--- src/rtl/csa_pkg.sv ---
// ---------------------------------------------------------------------------
// csa_pkg
// Shared constants and types for the pipelined carry-select add/subtract unit.
//   CSA_WIDTH / CSA_SPLIT : operand width and the bit index where stage 2 starts
//   SEG_LO / SEG_W        : carry-select segment boundaries (3/4/5/6/7/7 bits)
//   OP_ADD / OP_SUB       : encoding of the op input
//   s1_t                  : everything stage 1 hands to stage 2
//   selectUpper()         : carry-select chain over the three upper segments
// ---------------------------------------------------------------------------
package csa_pkg;

    localparam int CSA_WIDTH = 32;
    localparam int CSA_SPLIT = 12;
    localparam int UPPER_W   = CSA_WIDTH - CSA_SPLIT;

    localparam int SEG_LO [6] = '{0, 3, 7, 12, 18, 25};
    localparam int SEG_W  [6] = '{3, 4, 5, 6, 7, 7};

    // Offsets of the upper segments inside the packed upper candidate words
    localparam int U0_LO = SEG_LO[3] - CSA_SPLIT;
    localparam int U1_LO = SEG_LO[4] - CSA_SPLIT;
    localparam int U2_LO = SEG_LO[5] - CSA_SPLIT;

    localparam logic OP_ADD = 1'b0;
    localparam logic OP_SUB = 1'b1;

    // Stage-1 result: resolved low half plus both candidates of each upper
    // segment. sum0/c0 assume a segment carry-in of 0, sum1/c1 a carry-in of 1.
    typedef struct packed {
        logic [UPPER_W-1:0]   sum0;
        logic [UPPER_W-1:0]   sum1;
        logic [2:0]           c0;
        logic [2:0]           c1;
        logic [CSA_SPLIT-1:0] low;
        logic                 c12;
        logic                 op;
        logic                 a31;
        logic                 be31;
    } s1_t;

    // Walks the select chain: c12 picks segment 0, its carry picks segment 1,
    // and so on. Returns {c32, upper result bits}.
    function automatic logic [UPPER_W:0] selectUpper(input s1_t s);
        logic [UPPER_W-1:0] u;
        logic               c;
        u = '0;
        c = s.c12;
        u[U0_LO +: SEG_W[3]] = c ? s.sum1[U0_LO +: SEG_W[3]] : s.sum0[U0_LO +: SEG_W[3]];
        c = c ? s.c1[0] : s.c0[0];
        u[U1_LO +: SEG_W[4]] = c ? s.sum1[U1_LO +: SEG_W[4]] : s.sum0[U1_LO +: SEG_W[4]];
        c = c ? s.c1[1] : s.c0[1];
        u[U2_LO +: SEG_W[5]] = c ? s.sum1[U2_LO +: SEG_W[5]] : s.sum0[U2_LO +: SEG_W[5]];
        c = c ? s.c1[2] : s.c0[2];
        return {c, u};
    endfunction

endpackage

--- src/rtl/csa_sub_pipe_if.sv ---
// ---------------------------------------------------------------------------
// csa_sub_pipe_if
// Operand/result handshake bundle of csa_sub_pipe.
//   in_valid/in_ready   : operand beat handshake (a, b, op)
//   out_valid/out_ready : result beat handshake (d, bo, ovf, zero, neg)
// slave  = the arithmetic unit's view, master = the issuing/consuming side.
// ---------------------------------------------------------------------------
interface csa_sub_pipe_if;
    import csa_pkg::*;

    logic                 in_valid;
    logic                 in_ready;
    logic [CSA_WIDTH-1:0] a;
    logic [CSA_WIDTH-1:0] b;
    logic                 op;
    logic                 out_valid;
    logic                 out_ready;
    logic [CSA_WIDTH-1:0] d;
    logic                 bo;
    logic                 ovf;
    logic                 zero;
    logic                 neg;

    modport slave (
        input  in_valid, a, b, op, out_ready,
        output in_ready, out_valid, d, bo, ovf, zero, neg
    );

    modport master (
        output in_valid, a, b, op, out_ready,
        input  in_ready, out_valid, d, bo, ovf, zero, neg
    );

endinterface

--- src/rtl/csa_seg_dual.sv ---
// ---------------------------------------------------------------------------
// csa_seg_dual
// One carry-select segment: produces the W-bit sum and carry for both
// possible carry-ins so the real carry only has to pick one later.
//   i_x, i_y        : segment addends
//   o_sum0, o_c0    : result for carry-in 0
//   o_sum1, o_c1    : result for carry-in 1
// ---------------------------------------------------------------------------
module csa_seg_dual #(
    parameter int W = 6
) (
    input  logic [W-1:0] i_x,
    input  logic [W-1:0] i_y,
    output logic [W-1:0] o_sum0,
    output logic         o_c0,
    output logic [W-1:0] o_sum1,
    output logic         o_c1
);

    logic [W:0] w_v;
    logic [W:0] w_bec;

    rca_n #(.N(W)) u_rca (
        .i_x   (i_x),
        .i_y   (i_y),
        .i_cin (1'b0),
        .o_s   (o_sum0),
        .o_cout(o_c0)
    );

    assign w_v = {o_c0, o_sum0};

    // Binary-to-excess-one converter: the carry-in-1 result is the carry-in-0
    // result plus one. x+y never exceeds 2^(W+1)-2, so the increment fits in
    // W+1 bits and its top bit is exactly the carry-in-1 carry out.
    always_comb begin : p_bec
        logic run;
        run   = 1'b1;
        w_bec = '0;
        for (int i = 0; i <= W; i++) begin
            w_bec[i] = w_v[i] ^ run;
            run      = run & w_v[i];
        end
    end

    assign o_sum1 = w_bec[W-1:0];
    assign o_c1   = w_bec[W];

endmodule

--- src/rtl/rca_n.sv ---
// ---------------------------------------------------------------------------
// rca_n
// N-bit ripple-carry adder.
//   i_x, i_y : addends
//   i_cin    : carry in
//   o_s      : sum
//   o_cout   : carry out
// ---------------------------------------------------------------------------
module rca_n #(
    parameter int N = 4
) (
    input  logic [N-1:0] i_x,
    input  logic [N-1:0] i_y,
    input  logic         i_cin,
    output logic [N-1:0] o_s,
    output logic         o_cout
);

    // Plain full-adder chain; the carry lives in a block-local variable so
    // the ripple stays a single combinational process.
    always_comb begin : p_ripple
        logic carry;
        carry = i_cin;
        o_s   = '0;
        for (int i = 0; i < N; i++) begin
            o_s[i] = i_x[i] ^ i_y[i] ^ carry;
            carry  = (i_x[i] & i_y[i]) | (carry & (i_x[i] ^ i_y[i]));
        end
        o_cout = carry;
    end

endmodule

--- src/rtl/csa_sub_pipe.sv ---
// ---------------------------------------------------------------------------
// csa_sub_pipe
// Two-stage pipelined 32-bit carry-select add/subtract (d = a - b when op=1,
// d = a + b when op=0) with valid/ready on both sides.
//   clk, rst : clock and synchronous active-high reset
//   bus      : csa_sub_pipe_if.slave
//              in_valid/in_ready/a/b/op          operand side
//              out_valid/out_ready/d/bo/ovf/zero/neg result side
// Stage 1 resolves bits [SPLIT-1:0] and builds both candidates for each upper
// segment; stage 2 runs the carry-select chain and forms the flags.
// ---------------------------------------------------------------------------
module csa_sub_pipe
    import csa_pkg::*;
#(
    parameter int WIDTH = CSA_WIDTH,
    parameter int SPLIT = CSA_SPLIT
) (
    input  logic          clk,
    input  logic          rst,
    csa_sub_pipe_if.slave bus
);

    logic             w_adv1;
    logic             w_adv2;
    logic             w_accept;
    logic             w_cin;
    logic [WIDTH-1:0] w_be;

    logic [SEG_W[0]-1:0] w_lo0;
    logic [SEG_W[1]-1:0] w_lo1;
    logic [SEG_W[2]-1:0] w_lo2;
    logic                w_c3;
    logic                w_c7;
    logic                w_c12;
    logic [SPLIT-1:0]    w_low;

    logic [SEG_W[3]-1:0] w_u0Sum0, w_u0Sum1;
    logic [SEG_W[4]-1:0] w_u1Sum0, w_u1Sum1;
    logic [SEG_W[5]-1:0] w_u2Sum0, w_u2Sum1;
    logic                w_u0C0, w_u0C1;
    logic                w_u1C0, w_u1C1;
    logic                w_u2C0, w_u2C1;

    s1_t  w_s1Next;
    s1_t  r_s1;
    logic r_s1Valid;

    logic [UPPER_W:0] w_upper;
    logic             w_c32;
    logic [WIDTH-1:0] w_d;

    logic             r_outValid;
    logic [WIDTH-1:0] r_d;
    logic             r_bo;
    logic             r_ovf;
    logic             r_zero;
    logic             r_neg;

    // Handshake: in_ready depends combinationally on out_ready so a full
    // pipe can still take a beat in the same cycle the result drains.
    assign w_adv2       = !r_outValid || bus.out_ready;
    assign w_adv1       = !r_s1Valid || w_adv2;
    assign bus.in_ready = w_adv1 && !rst;
    assign w_accept     = bus.in_valid && bus.in_ready;

    // Subtraction is a + ~b + 1: invert b and use op as the carry-in.
    assign w_cin = (bus.op == OP_SUB);
    assign w_be  = w_cin ? ~bus.b : bus.b;

    rca_n #(.N(SEG_W[0])) u_lo0 (
        .i_x   (bus.a[SEG_LO[0] +: SEG_W[0]]),
        .i_y   (w_be[SEG_LO[0] +: SEG_W[0]]),
        .i_cin (w_cin),
        .o_s   (w_lo0),
        .o_cout(w_c3)
    );

    rca_n #(.N(SEG_W[1])) u_lo1 (
        .i_x   (bus.a[SEG_LO[1] +: SEG_W[1]]),
        .i_y   (w_be[SEG_LO[1] +: SEG_W[1]]),
        .i_cin (w_c3),
        .o_s   (w_lo1),
        .o_cout(w_c7)
    );

    rca_n #(.N(SEG_W[2])) u_lo2 (
        .i_x   (bus.a[SEG_LO[2] +: SEG_W[2]]),
        .i_y   (w_be[SEG_LO[2] +: SEG_W[2]]),
        .i_cin (w_c7),
        .o_s   (w_lo2),
        .o_cout(w_c12)
    );

    assign w_low = {w_lo2, w_lo1, w_lo0};

    csa_seg_dual #(.W(SEG_W[3])) u_up0 (
        .i_x   (bus.a[SEG_LO[3] +: SEG_W[3]]),
        .i_y   (w_be[SEG_LO[3] +: SEG_W[3]]),
        .o_sum0(w_u0Sum0),
        .o_c0  (w_u0C0),
        .o_sum1(w_u0Sum1),
        .o_c1  (w_u0C1)
    );

    csa_seg_dual #(.W(SEG_W[4])) u_up1 (
        .i_x   (bus.a[SEG_LO[4] +: SEG_W[4]]),
        .i_y   (w_be[SEG_LO[4] +: SEG_W[4]]),
        .o_sum0(w_u1Sum0),
        .o_c0  (w_u1C0),
        .o_sum1(w_u1Sum1),
        .o_c1  (w_u1C1)
    );

    csa_seg_dual #(.W(SEG_W[5])) u_up2 (
        .i_x   (bus.a[SEG_LO[5] +: SEG_W[5]]),
        .i_y   (w_be[SEG_LO[5] +: SEG_W[5]]),
        .o_sum0(w_u2Sum0),
        .o_c0  (w_u2C0),
        .o_sum1(w_u2Sum1),
        .o_c1  (w_u2C1)
    );

    // Collect everything stage 2 needs into one register word.
    always_comb begin
        w_s1Next      = '0;
        w_s1Next.sum0 = {w_u2Sum0, w_u1Sum0, w_u0Sum0};
        w_s1Next.sum1 = {w_u2Sum1, w_u1Sum1, w_u0Sum1};
        w_s1Next.c0   = {w_u2C0, w_u1C0, w_u0C0};
        w_s1Next.c1   = {w_u2C1, w_u1C1, w_u0C1};
        w_s1Next.low  = w_low;
        w_s1Next.c12  = w_c12;
        w_s1Next.op   = bus.op;
        w_s1Next.a31  = bus.a[WIDTH-1];
        w_s1Next.be31 = w_be[WIDTH-1];
    end

    // Stage 1 loads only on accept; an empty or draining slot goes invalid.
    always_ff @(posedge clk) begin
        if (rst) begin
            r_s1Valid <= 1'b0;
            r_s1      <= '0;
        end else if (w_accept) begin
            r_s1Valid <= 1'b1;
            r_s1      <= w_s1Next;
        end else if (w_adv1) begin
            r_s1Valid <= 1'b0;
        end
    end

    assign w_upper = selectUpper(r_s1);
    assign w_c32   = w_upper[UPPER_W];
    assign w_d     = {w_upper[UPPER_W-1:0], r_s1.low};

    // Stage 2: result and flags only move on a transfer, so they stay
    // frozen while the consumer stalls. For subtraction the borrow is the
    // inverted carry.
    always_ff @(posedge clk) begin
        if (rst) begin
            r_outValid <= 1'b0;
            r_d        <= '0;
            r_bo       <= 1'b0;
            r_ovf      <= 1'b0;
            r_zero     <= 1'b0;
            r_neg      <= 1'b0;
        end else if (w_adv2 && r_s1Valid) begin
            r_outValid <= 1'b1;
            r_d        <= w_d;
            r_bo       <= (r_s1.op == OP_ADD) ? w_c32 : ~w_c32;
            r_ovf      <= (r_s1.a31 == r_s1.be31) && (w_d[WIDTH-1] != r_s1.a31);
            r_zero     <= ~|w_d;
            r_neg      <= w_d[WIDTH-1];
        end else if (w_adv2) begin
            r_outValid <= 1'b0;
        end
    end

    assign bus.out_valid = r_outValid;
    assign bus.d         = r_d;
    assign bus.bo        = r_bo;
    assign bus.ovf       = r_ovf;
    assign bus.zero      = r_zero;
    assign bus.neg       = r_neg;

endmodule

--- src/flat_wrapper.sv ---
// flat-port wrapper written by rule: the top's interface ports become plain ports
module csa_sub_pipe_flat import csa_pkg::*;
#(
    parameter int WIDTH = CSA_WIDTH,
    parameter int SPLIT = CSA_SPLIT
)
  (clk, rst, bus_in_valid, bus_a, bus_b, bus_op, bus_out_ready, bus_in_ready, bus_out_valid, bus_d, bus_bo, bus_ovf, bus_zero, bus_neg);
  csa_sub_pipe_if bus_i ();
  input  logic clk;
  input  logic rst;
  input wire logic [$bits(bus_i.in_valid)-1:0] bus_in_valid;
  input wire logic [$bits(bus_i.a)-1:0] bus_a;
  input wire logic [$bits(bus_i.b)-1:0] bus_b;
  input wire logic [$bits(bus_i.op)-1:0] bus_op;
  input wire logic [$bits(bus_i.out_ready)-1:0] bus_out_ready;
  output wire logic [$bits(bus_i.in_ready)-1:0] bus_in_ready;
  output wire logic [$bits(bus_i.out_valid)-1:0] bus_out_valid;
  output wire logic [$bits(bus_i.d)-1:0] bus_d;
  output wire logic [$bits(bus_i.bo)-1:0] bus_bo;
  output wire logic [$bits(bus_i.ovf)-1:0] bus_ovf;
  output wire logic [$bits(bus_i.zero)-1:0] bus_zero;
  output wire logic [$bits(bus_i.neg)-1:0] bus_neg;
  assign bus_i.in_valid = bus_in_valid;
  assign bus_i.a = bus_a;
  assign bus_i.b = bus_b;
  assign bus_i.op = bus_op;
  assign bus_i.out_ready = bus_out_ready;
  assign bus_in_ready = bus_i.in_ready;
  assign bus_out_valid = bus_i.out_valid;
  assign bus_d = bus_i.d;
  assign bus_bo = bus_i.bo;
  assign bus_ovf = bus_i.ovf;
  assign bus_zero = bus_i.zero;
  assign bus_neg = bus_i.neg;
  csa_sub_pipe #(.WIDTH(WIDTH), .SPLIT(SPLIT)) u_core (.clk(clk), .rst(rst), .bus(bus_i));
endmodule
--- config.mk ---
export PLATFORM = sky130hd
export DESIGN_NAME = csa_sub_pipe_flat
export DESIGN_NICKNAME = d
export VERILOG_FILES = /design/src/rtl/csa_pkg.sv /design/src/rtl/csa_sub_pipe_if.sv /design/src/rtl/csa_seg_dual.sv /design/src/rtl/rca_n.sv /design/src/rtl/csa_sub_pipe.sv /design/src/flat_wrapper.sv
export SDC_FILE = /design/constraint.sdc
export NUM_CORES = 1
export LEC_CHECK = 0
export CELL_PAD_IN_SITES_DETAIL_PLACEMENT = 1
export CELL_PAD_IN_SITES_GLOBAL_PLACEMENT = 2
export CORE_ASPECT_RATIO = 1.2
export CORE_MARGIN = 1
export CORE_UTILIZATION = 30
export DETAILED_ROUTE_END_ITERATION = 8
export HOLD_SLACK_MARGIN = 0.12
export PLACE_DENSITY_LB_ADDON = 0.1
export SYNTH_ARGS = -nofsm -noshare
export SYNTH_HDL_FRONTEND = slang
export SYNTH_SLANG_ARGS = --single-unit
export TNS_END_PERCENT = 100
--- constraint.sdc ---
create_clock -name clk -period 7.65 [get_ports clk]
set_input_delay 1.53 -clock clk [delete_from_list [all_inputs] [get_ports clk]]
set_output_delay 1.53 -clock clk [all_outputs]
set_load 0.1 [all_outputs]
After elaboration in Yosys (flattened, before gate mapping)
Cells that the tools add are included.

Register bits: 100. Latch bits: 0. RAM bits: 0. ROM bits: 0. Input port bits: 69. Output and inout port bits: 38. Logic and storage cells: 236. Memories: 0.

Add/sub/neg operators: 0. Multiply operators: 0. Div/mod/pow operators: 0. Order comparisons: 0. Equality and inequality tests: 2. Shifts and indexed selects: 0. Multiplexer cells: 12. Bitwise operators: 193. Reductions and logical operators: 13.

Operators by type and width (count): bitwise XOR 1 bit (81); AND 1 bit (78); 2-to-1 mux 32 bit (1); inverter 32 bit (1); OR reduction 32 bit (1); bitwise OR 1 bit (29); 2-to-1 mux 7 bit (2); 2-to-1 mux 1 bit (8); 2-to-1 mux 6 bit (1); logical AND 1 bit (4); zero test 1 bit (4); inverter 1 bit (4); nonzero test 2 bit (2); logical OR 1 bit (2); == test 1 bit (1); != test 1 bit (1).

Depth between registers and ports, before layout
Gate-level depths: netlist of the first run.

Depth after elaboration: 27. Depth in mapped cells: 24. Gate-level depth less buffers: 22.

Hierarchy
From an unflattened synthesis of the first run, not the netlist that was laid out.

Cell total of the unflattened synthesis: 617. Area, all modules: 5348.9 µm².

By module, submodules not included: csa_sub_pipe (times used 1, cells each 499, area an instance 4221.5 µm², sequential area each 1981.9 µm²); rca_n (u_core.u_up1.u_rca ...) (times used 2, cells each 17, area an instance 177.7 µm², sequential area each 0.0 µm²); csa_seg_dual (u_core.u_up1 ...) (times used 2, cells each 9, area an instance 91.3 µm², sequential area each 0.0 µm²); rca_n (u_core.u_up0.u_rca) (times used 1, cells each 16, area an instance 157.7 µm², sequential area each 0.0 µm²); rca_n (u_core.u_lo2) (times used 1, cells each 15, area an instance 137.6 µm², sequential area each 0.0 µm²); rca_n (u_core.u_lo1) (times used 1, cells each 14, area an instance 117.6 µm², sequential area each 0.0 µm²); rca_n (u_core.u_lo0) (times used 1, cells each 13, area an instance 97.6 µm², sequential area each 0.0 µm²); csa_seg_dual (u_core.u_up0) (times used 1, cells each 8, area an instance 78.8 µm², sequential area each 0.0 µm²).

Worst setup path before layout of the first run
OpenSTA, ideal clock, no wires.

Path kind: input port to flip-flop. From: input port bus_op. To: register u_core.r_s1[15] (netlist bit). Setup time: 0.128 ns. Arrival time: 5.904 ns. Data required time: 7.522 ns. Path slack: 1.618 ns. Stages on the path: 24. Buffers on the path: 2. Cells stage by stage: clkbuf_1 -> buf_1 -> xor2_1 -> fa_1 -> fa_1 -> inv_1 -> fa_1 -> inv_1 -> fa_1 -> inv_1 -> fa_1 -> inv_1 -> fa_1 -> inv_1 -> fa_1 -> inv_1 -> fa_1 -> inv_1 -> fa_1 -> fa_1 -> inv_1 -> fa_1 -> nand2_1 -> o21ai_0.

Cells in the longest elaborated chain, start to end: 25. Elaborated cells between the ends (all ways): 47. Those cells by class: 1 x mux; 46 x bitwise.

Ends and longest elaborated chain: start: declaration (RTL line flat_wrapper.sv:14) `input wire logic [$bits(bus_i.op)-1:0] bus_op;`; 2-to-1 mux 32 bit (RTL line csa_sub_pipe.sv:68) `assign w_be = w_cin ? ~bus.b : bus.b;`; bitwise XOR 1 bit (RTL line rca_n.sv:27) `carry = (i_x[i] & i_y[i]) | (carry & (i_x[i] ^ i_y[i]));`; AND 1 bit (RTL line rca_n.sv:27); bitwise OR 1 bit (RTL line rca_n.sv:27); AND 1 bit (RTL line rca_n.sv:27); bitwise OR 1 bit (RTL line rca_n.sv:27); AND 1 bit (RTL line rca_n.sv:27); bitwise OR 1 bit (RTL line rca_n.sv:27); [... 10 more ...]; AND 1 bit (RTL line rca_n.sv:27); bitwise OR 1 bit (RTL line rca_n.sv:27); AND 1 bit (RTL line rca_n.sv:27); bitwise OR 1 bit (RTL line rca_n.sv:27); AND 1 bit (RTL line rca_n.sv:27); bitwise OR 1 bit (RTL line rca_n.sv:27); bitwise XOR 1 bit (*) (RTL line rca_n.sv:26) `o_s[i] = i_x[i] ^ i_y[i] ^ carry;`; net u_core.u_lo2.o_s[4] (RTL line rca_n.sv:15) `output logic [N-1:0] o_s,`; end signal: assignment (RTL line csa_sub_pipe.sv:144) `r_s1 <= w_s1Next;`; end: declaration (RTL line csa_sub_pipe.sv:45) `s1_t r_s1;`.

The timed path passes the listed nets; every way through them passes the cells marked *. A chain may end at the register's enable or synchronous reset.

Final worst setup path of the first run
From: input port bus_b[0]. To: register u_core.r_s1[15] (netlist bit).

Cells in the longest elaborated chain, start to end: 26. Elaborated cells between the ends (all ways): 27. Those cells by class: 1 x mux; 26 x bitwise.

Ends and longest elaborated chain: start: declaration (RTL line flat_wrapper.sv:13) `input wire logic [$bits(bus_i.b)-1:0] bus_b;`; inverter 32 bit (RTL line csa_sub_pipe.sv:68); 2-to-1 mux 32 bit (*) (RTL line csa_sub_pipe.sv:68); bitwise XOR 1 bit (RTL line rca_n.sv:27); AND 1 bit (RTL line rca_n.sv:27); bitwise OR 1 bit (*) (RTL line rca_n.sv:27); AND 1 bit (*) (RTL line rca_n.sv:27); bitwise OR 1 bit (*) (RTL line rca_n.sv:27); AND 1 bit (*) (RTL line rca_n.sv:27); [... 11 more ...]; AND 1 bit (*) (RTL line rca_n.sv:27); bitwise OR 1 bit (*) (RTL line rca_n.sv:27); AND 1 bit (*) (RTL line rca_n.sv:27); bitwise OR 1 bit (*) (RTL line rca_n.sv:27); AND 1 bit (*) (RTL line rca_n.sv:27); bitwise OR 1 bit (*) (RTL line rca_n.sv:27); bitwise XOR 1 bit (*) (RTL line rca_n.sv:26); net u_core.u_lo2.o_s[4] (RTL line rca_n.sv:15).

Marked as above.

==> results by group, run 1 <==
Run status
  • Status: finished, final reports clean

Cells and area
  • Diodes inserted: 0
  • Final #Nets: approximately 770
  • Share of layout cells above drive strength 1: 4.12%
  • Final cell count without fillers: 867
  • Synthesis-to-layout area growth: 30.5%
  • Commonest non-fill, non-tap cells in the layout: nand2_1 (121), clkdlybuf4s50_1 (104), dfxtp_1 (99)
  • FILL cells: between 1.5k and 2k
  • Most common cell after layout, fill and taps aside: nand2_1

Pwr
  • Worst IR Drop VDD: approximately 0.13 mV
  • Overall power: 0.00153 W
  • Int Pwr: just over 0.001 W
  • Sw power: 0.000504 W
  • Sw Ratio: 33.0%
  • Clk network pwr share: about a third
  • Share of power burned in registers: ~40%
  • Logic pwr share: a little over a quarter
  • PD cells: 235 mW/mm^2
  • Leakage power: around 2.6 nW

GRT
  • Initial antenna violation count: 0
  • Vias in the first global route: ~4.3k
  • Largest net degree at the start of global routing: 63
  • GRT overflow: 0
  • Gr usage total: 16.4%
  • Global-route wire length before repair: 21600 um

Timing
  • Fin. max-slew vios: 0
  • Hold slack final: between 400 and 500 ps
  • # setup viols final: 0
  • RSZ-0062 raised after global routing: false
  • Setup TNS: 0 ps
  • Post-route clock period utilization: around 77%
  • Final hold viol count: 0
  • Relative max-transition margin: around 28%
  • FMAX: between 0.15 and 0.2 GHz
  • Tightest Pin Transition: 1080 ps
  • Layout Skew: between 9 and 10 ps
  • Min cycle time layout: ~6000 ps

Setup path
  • WS Path Type: primary input to flop
  • Crit path launch type: primary input
  • CP top delay family: adder cells
  • CP Cell Sequence: clkdlybuf4s50_1, mux2_2, fa_1, fa_1, inv_1, fa_1, inv_1, fa_1, inv_1, fa_1, inv_1, fa_1, inv_1, fa_1, inv_1, fa_1, inv_1, fa_1, fa_1, inv_1, fa_1, nand2_1, o21ai_0
  • CP bufs+invs: 9
  • Most used cell, CP: fa_1
  • Worst Path Arrival: about 6100 ps
  • CP max stage delay: 500 ps
  • WP data required: approximately 7900 ps
  • CP max stage cell: clkdlybuf4s50_1
  • CP max FO: 2
  • Worst Setup End Kind: flop

Detailed routing
  • DRC: 0
  • DR WL met2: 6800 um
  • 1st-iter DRT viols: roughly 110
  • DR WL/cell: roughly 15 um
  • Top Layer Used: met4
  • Total wire length: 13400 um
  • Drt pass-1 iters: 4
  • Vias: between 4k and 5k
  • Post-route ant nets: 0
  • Routed vias/inst: 4.66
  • Met3 Routed Length: 343 um
  • Metal1 wirelength: ~6000 um

Floorplan
  • Die Wd: between 100 and 150 um
  • Die height: around 140 um
  • Die ar.: between 0.015 and 0.02 mm^2
  • Initial core utilization: 30.7%
  • CORE AREA: 0.0163 mm^2
  • Site Rows: between 50 and 60
  • Ports: between 100 and 150

Clocking
  • CTS resizes: 0
  • # Post-CTS Setup Buffers: 0
  • Clk Latency, worst-skew pair: between 300 and 400 ps
  • Hold buffer count at CTS: 0
  • TritonCTS Sinks: a little under 100
  • CTS tree: yes
  • Worst-path clk slew: roughly 70 ps
  • H-tree Lvls: 3
  • Clock Tree Buf Depth: 2
  • CTS Root Cell: clkbuf_16
  • TritonCTS buffer count: 9

Flow run
  • Max Cap Violations: 0

Synthesis
  • Post-synth top area share: approximately 40%
  • Yosys top cell by area: dfxtp_1
  • Async set-reset flop share out of synthesis: 0%
  • Ranking of synthesized cells by area: dfxtp_1 (40%), fa_1 (11%), nand2_1 (9.1%)
  • Synth Net Count: around 700
  • Post-synth EDFFs: 0
  • Yosys reg bits: between 90 and 100
  • Syn_area_per_cell: a little under 9 um^2
  • Synthesized cell area: between 0.004 and 0.005 mm^2
  • Cell count after synthesis: 565
  • Most used DFF post-synth: dfxtp_1
  • Synth Warn #: 0
  • Sequential share of the synthesized area: 39.7%
  • Post-synthesis cell type count: 33

Worst hold path
  • Worst Hold Class: flop to flop

Placed design
  • Number of I/O port buffers: roughly 110
  • GP Congestion: 0.796
  • Final HPWL from detailed placement: between 10000 and 15000 um
  • Placed cell count: ~850
## worst reg2reg max path, stage by stage (launching register included)
cell and delay, ps:
dfxtp_1 690, mux2i_1 250, buf_4 240, mux2i_4 520, mux2i_1 230, or3_1 340
a311oi_1 270
## state kept, by name, indices dropped and copies added (netlist names)
register,count
u_core.r_s1Valid,1
u_core.bus.out_valid,1
u_core.bus.zero,1
u_core.bus.d,32
u_core.bus.bo,1
u_core.bus.ovf,1
u_core.r_s1,62
## final cells by class
type | count | area (um^2) | share of cell area, %
multi-input cells | 401 | 2750 | 42.2
flip-flops and latches | 99 | 1980 | 30.4
clock inverters | 6 | 90.1 | 1.38
well taps | 212 | 265 | 4.07
clock buffers | 10 | 229 | 3.52
repair buffers | 112 | 1100 | 16.8
inverters | 27 | 101 | 1.56
## through the flow
step | setup WS (ps) | cell area, um^2 | util [%]
6_report | 1720 | 6510 | 40.0
5_1_grt | 1520 | 6510 | 40.0
4_1_cts | 1690 | 6510 | 40.0
3_5_place_dp | 1320 | 6190 | 38.1
3_3_place_gp | 1460 | 6190 | 38.1
2_1_floorplan | 1620 | 4990 | -
## synthesized netlist by cell type (all sizes together), types with 2 or more instances
library cell / instances
clkbuf: 31
nor4: 5
buf: 7
nand4: 2
a211oi: 28
nand2: 121
mux2i: 23
o21ai: 50
or3: 2
dfxtp: 99
fa: 28
inv: 26
nand3: 11
xor2: 23
nor3: 5
xnor2: 12
ha: 20
or4: 3
a31oi: 2
a21oi: 19
nor2: 39
## cells by family (layout without fill, tap and decap cells)
kind of cell	after synthesis	in the layout	share of synthesized area [%]
xor+xnor	35	35	6.14
simple gates	193	193	15.9
mux	24	24	5.09
fa+ha+maj	48	48	16.2
buf+inv	65	155	5.26
compound gates	101	101	11.7
flops	99	99	39.7
## power groups by stage
stage                     sequential, W  clock, W  combinational (W)
after floorplan                0.000694         0           0.000214
after global placement         0.000629         0           0.000416
after detailed placement       0.000632         0           0.000424
after CTS                      0.000620  0.000509           0.000426
after global routing           0.000628  0.000528           0.000466
final                          0.000619  0.000493           0.000415
## worst paths after layout
kind                     end       startpoint  slack, ps  cells after the start
min reg2reg  u_core.r_s1[19]  u_core.r_s1[19]        460                      2
min          u_core.r_s1[19]  u_core.r_s1[19]        460                      2
max reg2reg   u_core.bus.ovf   u_core.r_s1[3]       5000                      6
max          u_core.r_s1[15]         bus_b[0]       1720                     23
## metal layers
metal / up-vias / global-route usage [%]
met1: 1919 / 19.8
li1: 2042 / -
met3: 13 / 2.10
met4: 0 / 5.79
met5: - / 0
met2: 68 / 29.7
No activity file was read; power rests on OpenSTA's default activity.
==> inputs of run 2 (changes only) <==
- CORE_UTILIZATION: 30 -> 27
- clock period: 7.65 -> 4.8 ns (I/O delays scaled with it)
==> run 2 against run 1 <==
Effect of this change:
- total power grew 56%
- cell count increased by 1.8%
- design area grew 1.1%
==> results by group, run 2 (synthesized netlist as in run 1, its figures left out) <==
Setup path
  • Most used cell, CP: fa_2
  • CP max stage cell: fa_2
  • CP Cell Sequence: buf_6, mux2_4, fa_2, fa_2, inv_2, fa_2, inv_2, fa_2, inv_2, fa_2, inv_2, fa_2, inv_2, fa_2, inv_2, fa_2, inv_2, fa_2, fa_2, inv_2, fa_2, nand2_1, o21ai_1
  • Critical R2R Capture: u_core.bus.ovf
  • FF-to-FF path depth: 6 (unchanged)
  • Worst Path Arrival: 5000 ps (-1130 ps)
  • CP max stage delay: 500 ps (about the same)
  • CP top delay family: adder cells
  • WP data required: 5070 ps (-2780 ps)
  • WS Path Type: primary input to flop
  • FF-to-FF setup slack: 2120 ps (-2880 ps)
  • Crit path launch type: primary input
  • CP bufs+invs: 9 (unchanged)
  • Worst Setup End Kind: flop
  • CP max FO: 2 (unchanged)
  • RR Startpoint: u_core.r_s1[3]

Pwr
  • Overall power: 0.00238 W (+56%)
  • Clk network pwr share: 30.2% (-2.1 points)
  • Leakage power: 2.57 nW (+0.86%)
  • Logic pwr share: 28.5% (+1.3 points)
  • Worst IR Drop VDD: 0.175 mV (+32%)
  • Sw power: 0.000792 W (+57%)
  • Int Pwr: 0.00159 W (+55%)
  • PD cells: 362 mW/mm^2 (+54%)
  • Sw Ratio: 33.2% (+0.24 points)
  • Share of power burned in registers: 41.3% (+0.8 points)

Timing
  • Layout Skew: 5.99 ps (-3.71 ps)
  • RSZ-0062 raised after global routing: true
  • Final hold viol count: 0 (unchanged)
  • # setup viols final: 0 (unchanged)
  • Relative max-transition margin: 31.0% (+3.3 points)
  • Hold slack final: 456 ps (+0.902 ps)
  • FMAX: between 0.2 and 0.25 GHz
  • Min cycle time layout: 4730 ps
  • Fin. max-slew vios: 0 (unchanged)
  • Tightest Pin Transition: 1030 ps (-52.7 ps)
  • Post-route clock period utilization: a little over nine tenths

Cells and area
  • Final #Nets: 771 (+0.52%)
  • Most common cell after layout, fill and taps aside: nand2_1
  • Commonest non-fill, non-tap cells in the layout: nand2_1 (121), dfxtp_1 (99), clkdlybuf4s50_1 (98)
  • Top reg by flops: u_core.r_s1
  • FILL cells: 2101 (+11%)
  • Final cell count without fillers: 883 (+1.8%)
  • Layout Utilization: 36.2% (-3.8 points)
  • Diodes inserted: 0 (unchanged)
  • Share of layout cells above drive strength 1: 8.35% (+4.2 points)
  • Number of flip-flops in the largest register: 62 (unchanged)
  • Synthesis-to-layout area growth: 32.0%

Floorplan
  • Site Rows: 54 (+5.9%)
  • Die Wd: 126 um (+5.3%)
  • CORE AREA: 0.0182 mm^2 (+12%)
  • Die ar.: 0.0190 mm^2 (+11%)
  • Die height: 151 um (+5.3%)
  • Ports: 107 (unchanged)
  • Initial core utilization: 27.5% (-3.2 points)

Detailed routing
  • DRC: 0 (unchanged)
  • DR WL/cell: 15.1 um (-2.2%)
  • Total wire length: 13400 um (-0.39%)
  • Routed vias/inst: 4.59 (-1.6%)
  • Post-route ant nets: 0 (unchanged)
  • Drt pass-1 iters: 4 (unchanged)
  • 1st-iter DRT viols: 133 (+27%)
  • Vias: 4049 (+0.17%)

Clocking
  • CTS Root Cell: clkbuf_16
  • Worst-path clk slew: 70 ps (about the same)
  • Clock Tree Buf Depth: 2 (unchanged)
  • Clk Latency, worst-skew pair: 350 ps (about the same)
  • H-tree Lvls: 3 (unchanged)
  • TritonCTS Sinks: 99 (unchanged)
  • CTS tree: yes
  • TritonCTS buffer count: 9 (unchanged)
  • # Post-CTS Setup Buffers: 0 (unchanged)

Worst hold path
  • Worst Hold End: u_core.bus.d[3]
  • Hold path cells: 2 (unchanged)
  • Worst hold start: u_core.bus.d[3]
  • Worst Hold Class: flop to flop

GRT
  • Gr usage total: 14.8% (-1.6 points)
  • Initial antenna violation count: 0 (unchanged)
  • Vias in the first global route: 4182 (-2.9%)
  • Largest net degree at the start of global routing: 59 (-6.3%)
  • GRT overflow: 0 (unchanged)
  • Global-route wire length before repair: 21600 um (about the same)

Flow run
  • Max Cap Violations: 0 (unchanged)

Placed design
  • Placed cell count: 867 (+1.9%)
  • GP Congestion: 0.742 (-6.7%)
  • Number of I/O port buffers: 106 (unchanged)
  • Final HPWL from detailed placement: 9960 um (-0.64%)

Run status
  • Status: finished, final reports clean
[run 2: cell count changes in the layout (fill, tap and decap cells not counted), sizes merged]
cell | previous run | this run
buf | 8 | 15
bufinv | 2 | 0
clkbuf | 10 | 16
clkdlybuf4s50 | 104 | 98
clkinv | 4 | 2
clkinvlp | 1 | 0
dlygate4sd2 | 0 | 1
dlymetal6s2s | 0 | 1
[run 2: cell type report]
class,count,area [um^2],area share [%]
clock buffer,15,288,4.37
clock inverter,1,5.00,0.0760
inverter,27,101,1.54
multi-input combinational,401,2800,42.5
sequential,99,1980,30.1
tap,224,280,4.25
timing repair buffer,116,1130,17.2
[run 2: per-layer routing]
layer / vias up / part of all wire (%) / GRT usage [%] / wire, um
li1: 2049 / - / - / -
met1: 1924 / 44 / 17.5 / 5880
met2: 63 / 52 / 27.0 / 6960
met3: 13 / 2.4 / 2.01 / 323
met4: 0 / 1.5 / 5.84 / 202
met5: - / 0 / 0 / 0
[run 2: worst reg2reg max path: stages, from the launching register on]
cell	delay [ps]
dfxtp_1	670
mux2i_1	280
buf_4	260
mux2i_4	540
mux2i_1	260
or3_1	350
a311oi_1	240
[run 2: stage by stage]
stage | setup TNS, ps | area (um^2) | setup WS (ps)
after floorplan | -175 | 5050 | -151
after global placement | -1890 | 6280 | -671
after detailed placement | -2270 | 6280 | -748
after CTS | -55.4 | 6590 | -55.4
after global routing | -133 | 6590 | -133
final | 0 | 6590 | 67.3
[run 2: what timing repair did]
item                       4_1_cts  5_1_grt
setup endpoints to repair        3        3
gates cloned                     0        0
resized for setup               20        2
pin swaps                        2        3
hold buffers                     0        0
[run 2: power by group through the flow]
stage,clock network (W),registers (W),logic (W)
2_1_floorplan,0,0.00111,0.000350
5_1_grt,0.000787,0.000997,0.000763
3_3_place_gp,0,0.00100,0.000680
6_report,0.000720,0.000983,0.000680
4_1_cts,0.000752,0.000985,0.000701
3_5_place_dp,0,0.00100,0.000695
[run 2: worst max-delay path by stage]
stage              from         endpoint  slack [ps]  depth (start not counted)
6_report       bus_b[0]  u_core.r_s1[15]          70                         23
5_1_grt        bus_b[0]  u_core.r_s1[15]        -130                         23
2_1_floorplan    bus_op  u_core.r_s1[15]        -150                         24
3_3_place_gp   bus_b[0]  u_core.r_s1[15]        -670                         23
3_5_place_dp   bus_b[0]  u_core.r_s1[15]        -750                         23
4_1_cts        bus_b[0]  u_core.r_s1[15]         -60                         23
